File: src/rtl/sample_uart_logger.sv
// sample_uart_logger: buffers 8-bit samples in a small FIFO and streams each
// one out as an 8N1 UART byte (LSB first), flagging and counting overflow drops.
//
// Ports:
//   CLK_50MHz     - sole clock, rising edge
//   RESET         - asynchronous active-low reset
//   Sample_word   - 8-bit sample, valid while Sample_strobe is high
//   Sample_strobe - one-cycle pulse announcing a new sample
//   Enable        - when low, strobes are ignored (FIFO keeps draining)
//   TX            - UART serial output, idle high, registered
//   Busy          - FSM not idle or FIFO non-empty, registered
//   Fifo_count    - FIFO occupancy 0..2^FIFO_AW, registered
//   Overflow      - sticky flag, set on first dropped sample
//   Drop_count    - dropped-sample counter, saturates at 255
module sample_uart_logger #(
  parameter int unsigned CLKS_PER_BIT = 434,
  parameter int unsigned FIFO_AW      = 4
) (
  input  logic               CLK_50MHz,
  input  logic               RESET,
  input  logic [7:0]         Sample_word,
  input  logic               Sample_strobe,
  input  logic               Enable,
  output logic               TX,
  output logic               Busy,
  output logic [FIFO_AW:0]   Fifo_count,
  output logic               Overflow,
  output logic [7:0]         Drop_count
);

  localparam int unsigned DEPTH  = 1 << FIFO_AW;
  localparam int unsigned CW     = FIFO_AW + 1;
  localparam int unsigned BAUD_W = 16;
  localparam logic [BAUD_W-1:0] BAUD_LAST = BAUD_W'(CLKS_PER_BIT - 1);

  typedef enum logic [1:0] {S_IDLE, S_START, S_DATA, S_STOP} state_e;

  state_e              state_q, state_d;
  logic [BAUD_W-1:0]   baud_q, baud_d;
  logic [2:0]          idx_q, idx_d;
  logic [7:0]          shift_q, shift_d;
  logic                tx_q, tx_d;
  logic                busy_q, busy_d;

  logic [7:0]          mem_q [DEPTH];
  logic [FIFO_AW-1:0]  wr_ptr_q, rd_ptr_q;
  logic [CW-1:0]       count_q, count_d;
  logic                overflow_q;
  logic [7:0]          drop_q;

  logic full_c, empty_c, pop_c, accept_c, push_c, drop_c, baud_done_c;

  // FIFO control: a pop on the same edge frees a slot for a write when full
  assign full_c      = (count_q == CW'(DEPTH));
  assign empty_c     = (count_q == '0);
  assign pop_c       = (state_q == S_IDLE) && !empty_c;
  assign accept_c    = Sample_strobe && Enable;
  assign push_c      = accept_c && (!full_c || pop_c);
  assign drop_c      = accept_c && full_c && !pop_c;
  assign baud_done_c = (baud_q == BAUD_LAST);

  always_comb begin
    count_d = count_q;
    if (push_c && !pop_c)      count_d = count_q + CW'(1);
    else if (!push_c && pop_c) count_d = count_q - CW'(1);
  end

  // FIFO storage (no reset needed; contents are qualified by count)
  always_ff @(posedge CLK_50MHz) begin
    if (push_c) mem_q[wr_ptr_q] <= Sample_word;
  end

  // FIFO pointers and overflow status
  always_ff @(posedge CLK_50MHz or negedge RESET) begin
    if (!RESET) begin
      wr_ptr_q   <= '0;
      rd_ptr_q   <= '0;
      count_q    <= '0;
      overflow_q <= 1'b0;
      drop_q     <= '0;
    end else begin
      if (push_c) wr_ptr_q <= wr_ptr_q + FIFO_AW'(1);
      if (pop_c)  rd_ptr_q <= rd_ptr_q + FIFO_AW'(1);
      count_q <= count_d;
      if (drop_c) begin
        overflow_q <= 1'b1;
        if (drop_q != 8'hFF) drop_q <= drop_q + 8'd1;
      end
    end
  end

  // TX FSM state register
  always_ff @(posedge CLK_50MHz or negedge RESET) begin
    if (!RESET) begin
      state_q <= S_IDLE;
      baud_q  <= '0;
      idx_q   <= '0;
      shift_q <= '0;
      tx_q    <= 1'b1;
      busy_q  <= 1'b0;
    end else begin
      state_q <= state_d;
      baud_q  <= baud_d;
      idx_q   <= idx_d;
      shift_q <= shift_d;
      tx_q    <= tx_d;
      busy_q  <= busy_d;
    end
  end

  // TX FSM next state; baud counter wraps at every bit boundary
  always_comb begin
    state_d = state_q;
    baud_d  = baud_q + BAUD_W'(1);
    idx_d   = idx_q;
    shift_d = shift_q;
    unique case (state_q)
      S_IDLE: begin
        baud_d = '0;
        idx_d  = '0;
        if (pop_c) begin
          state_d = S_START;
          shift_d = mem_q[rd_ptr_q];
        end
      end
      S_START: begin
        if (baud_done_c) begin
          state_d = S_DATA;
          baud_d  = '0;
          idx_d   = '0;
        end
      end
      S_DATA: begin
        if (baud_done_c) begin
          baud_d = '0;
          if (idx_q == 3'd7) state_d = S_STOP;
          else               idx_d   = idx_q + 3'd1;
        end
      end
      S_STOP: begin
        if (baud_done_c) begin
          state_d = S_IDLE;
          baud_d  = '0;
        end
      end
      default: state_d = S_IDLE;
    endcase
  end

  // Registered outputs are computed from the upcoming state
  always_comb begin
    tx_d = 1'b1;
    unique case (state_d)
      S_START: tx_d = 1'b0;
      S_DATA:  tx_d = shift_d[idx_d];
      default: tx_d = 1'b1;
    endcase
    busy_d = (state_d != S_IDLE) || (count_d != '0);
  end

  assign TX         = tx_q;
  assign Busy       = busy_q;
  assign Fifo_count = count_q;
  assign Overflow   = overflow_q;
  assign Drop_count = drop_q;

endmodule
File: config.mk
export PLATFORM = sky130hd
export DESIGN_NAME = sample_uart_logger
export DESIGN_NICKNAME = d
export VERILOG_FILES = /design/src/rtl/sample_uart_logger.sv
export SDC_FILE = /design/constraint.sdc
export NUM_CORES = 1
export LEC_CHECK = 0
export BUFFER_PORTS_ARGS = -buffer_cell sky130_fd_sc_hd__clkbuf_2
export CAP_MARGIN = 20
export CORE_UTILIZATION = 55
export CTS_CLUSTER_DIAMETER = 150
export CTS_CLUSTER_SIZE = 20
export DETAILED_ROUTE_END_ITERATION = 12
export HOLD_SLACK_MARGIN = 0.06
export PLACE_DENSITY = 0.75
export SYNTH_ARGS = -nofsm -noshare
export SYNTH_HDL_FRONTEND = slang
export SYNTH_SLANG_ARGS = --single-unit
File: constraint.sdc
create_clock -name CLK_50MHz -period 2.3 [get_ports CLK_50MHz]
set_input_delay 0.115 -clock CLK_50MHz [delete_from_list [all_inputs] [get_ports CLK_50MHz]]
set_output_delay 0.115 -clock CLK_50MHz [all_outputs]
set_load 0.1 [all_outputs]
==> qor.txt <==
outcome -> complete, but fails checks
failing checks -> setup timing
LEAKAGE -> 0.003292 uW
PD cells -> 901.4 nW/um^2
min Tclk post-route -> 2360 ps
Final Cell Area -> 9010 um^2
# IOs -> 28
slew at the pin with the worst max-slew slack -> 550.5 ps
average size of a mapped cell -> 15.95 um^2
Placed Area -> 8312 um^2
RSZ-0062 raised after global routing -> yes
Area Overhead vs Synth -> 17.66%
clock sink count -> 181
Starting Density -> 57.14%
Yosys top cell area share -> 50.20%
min-delay worst type -> in -> async
clock skew -> 8.593 ps
crit share post-route -> 102.6%
first-pass detailed-route iteration total -> 4
# rows -> 42
Peak VDD IR -> 0.8224 mV
DRT Wirelength -> 15450 um
gpl congestion -> 0.8002
Skew-Pair Late Insertion Delay -> 430 ps
Yosys warnings -> 0
DIE WIDTH -> 120.0 um
fmax -> 423.7 MHz
Via density -> 5.834
largest net degree at the start of global routing -> 35
relative slew slack -> 63.46%
WP data arrival -> 2690 ps
synthesized flop and latch total -> 181
top_reg_cell synth -> edfxtp_1
top post-synthesis cells by area -> edfxtp_1, dfrtp_1, mux4_2
Crit Path Max Fanout -> 6
# port buffers -> 27
Worst EP required -> 2630 ps
final hold viol count -> 0
routed len/inst -> 20.82 um
htree depth -> 4
EDFF count, synth -> 128
Worst Setup Path Type -> reg -> reg
Clock Path Buffers -> 2
Post-Syn Area -> 7657 um^2
vias in the first global route -> 4493
clock buffers created by TritonCTS -> 17
nets -> 577
core area -> 13400 um^2
final antenna diode count -> 0
worst setup margin -> -59.93 ps
antenna-violating nets left -> 0
Post-Place Worst Slack -> -6.270 ps
Final setup viols -> 1
Fillers -> 877
initial DRC count -> 400
initial antenna violation count -> 0
sequential share of power -> 48.5%
P_int -> 5720 uW
share of cells above drive strength 1 -> 31.80%
sw frac -> 29.57%
Die Height -> 120.0 um
Psw -> 2402 uW
Netlist cell types -> 56
GRT Util Overall -> 23.65%
first-pass GRT wire length -> 24500 um
leading area contributor after synthesis -> edfxtp_1
final core utilization -> 67.24%
CTS clk-pin slew, worst paths -> 70 ps
DRC -> 0
post-synthesis cell count -> 480
CP startpoint kind -> flip-flop
fraction of the yosys area taken by sequential cells -> 67.53%
root buffer cell -> clkbuf_16
Clock power frac -> 34.7%
CTS tree -> done
vias after detailed routing -> 4329
die footprint -> 14400 um^2
Async S/R FF share, synth -> 29.28%
synthesized net count -> 503
Max Cap Viol -> 0
HPWL after DPL -> 10200 um
setup_tns -> -59.93 ps
gr ovfl total -> 0
Comb power frac -> 16.7%
Critical Path End Type -> flip-flop
max-slew violation count -> 0
-- cells by family (layout without fill, tap and decap cells) --
family,count (synthesis),after routing,share of synthesized area [%]
mux,53,53,12.32
compound gates,40,40,3.905
simple gates,137,137,9.052
flops,181,181,67.53
fa+ha+maj,11,11,1.797
buf+inv,29,115,2.075
xor+xnor,29,29,3.317
-- power groups by stage --
| stage | Sequential (uW) | Clock [uW] | Combinational (uW) |
|---|---|---|---|
| 2_1_floorplan | 4440 | 0 | 478 |
| 3_3_place_gp | 3990 | 0 | 1200 |
| 3_5_place_dp | 4020 | 0 | 1240 |
| 4_1_cts | 3930 | 2870 | 1310 |
| 5_1_grt | 3960 | 3000 | 1430 |
| 6_report | 3940 | 2820 | 1360 |
-- what timing repair did --
item / CTS / global route
setup buffers: 2 / 6
resized for setup: 0 / 7
hold buffers: 1 / 0
hold endpoints to repair: 42 / 0
pin swaps: 0 / 3
setup endpoints to repair: 2 / 3
-- synthesized netlist by cell type, drive strengths merged, types with 2 or more instances --
cell type	number
edfxtp	128
dfrtp	52
nor2	43
nand2	35
mux4	32
xnor2	22
buf	14
mux2i	14
nand3	12
ha	11
inv	11
nor3	11
o21ai	11
a21oi	8
mux2	7
xor2	7
nand4	6
a31oi	5
and3	5
o211ai	5
and2	4
clkbuf	4
a211o	3
nand2b	3
nor4	3
or3	3
a22oi	2
and4	2
nor2b	2
nor3b	2
or2	2
or2b	2
-- layout make-up --
| type | instances | area, um^2 | area share (%) |
|---|---|---|---|
| sequential | 181 | 5185 | 57.55 |
| multi-input combinational | 270 | 2422 | 26.89 |
| timing repair buffer | 73 | 558.0 | 6.194 |
| clock buffer | 17 | 425.4 | 4.722 |
| tap | 176 | 220.2 | 2.444 |
| clock inverter | 14 | 152.6 | 1.694 |
| inverter | 11 | 46.29 | 0.5138 |
-- state kept, by name (all words and copies together) (netlist names) --
register    count
wr_ptr_q        4
TX              1
Drop_count      8
state_q         2
Busy            1
mem_q         128
baud_q         16
rd_ptr_q        4
Overflow        1
shift_q         8
Fifo_count      5
idx_q           3
-- through the flow --
stage | power [uW] | hold WS, ps | instances
floorplan | 4914 | -180.6 | 480
global placement | 5196 | -9.587 | 702
detailed placement | 5262 | -0.04624 | 702
CTS | 8104 | 76.97 | 736
global route | 8388 | 112.5 | 742
finish | 8122 | 93.98 | 742
-- cell usage in the layout, fill, tap and decap left out, types with 4 or more instances in the layout --
master / n
inv_1: 8
nand2_1: 32
xnor2_1: 22
a21oi_1: 7
nor2_1: 42
nor3_2: 5
o21ai_0: 10
dfrtp_2: 5
clkbuf_2: 27
mux2_2: 5
dfrtp_1: 45
xor2_1: 7
inv_6: 4
nor3_1: 6
edfxtp_1: 128
o211ai_1: 4
buf_12: 6
nand3_1: 11
ha_1: 10
nand4_1: 6
clkbuf_16: 17
mux2i_1: 14
mux4_2: 32
buf_4: 39
-- routing by layer --
layer	up-vias	share of wire (%)	global-route usage, %
met5	-	0	0
met4	0	1.7	8.672
met3	21	4.2	5.894
met2	108	51	38.94
met1	2234	43	30.45
li1	1966	-	-
-- critical path, stage by stage (launching register included) --
cell and delay [ps]:
dfrtp_4 500, inv_4 70, ha_4 140, or4b_4 510, nand2_4 110, buf_12 120, buf_12 100, a211o_1 150
mux2i_1 80, mux2_4 280, a311oi_2 210
-- worst paths after layout --
check | endpoint | from | slack, ps | cells after the start
worst max-delay path | TX | Fifo_count[0] | -60 | 10
max in group asynchronous | wr_ptr_q[2] | RESET | 1300 | 4
worst max register to register | TX | Fifo_count[0] | -60 | 10
worst min-delay path | baud_q[11] | RESET | 90 | 2
min in group CLK_50MHz | mem_q[10][7] | Sample_word[7] | 110 | 1
worst min register to register | Overflow | Overflow | 460 | 1
Note: power is estimated with default switching activity, not from simulation.
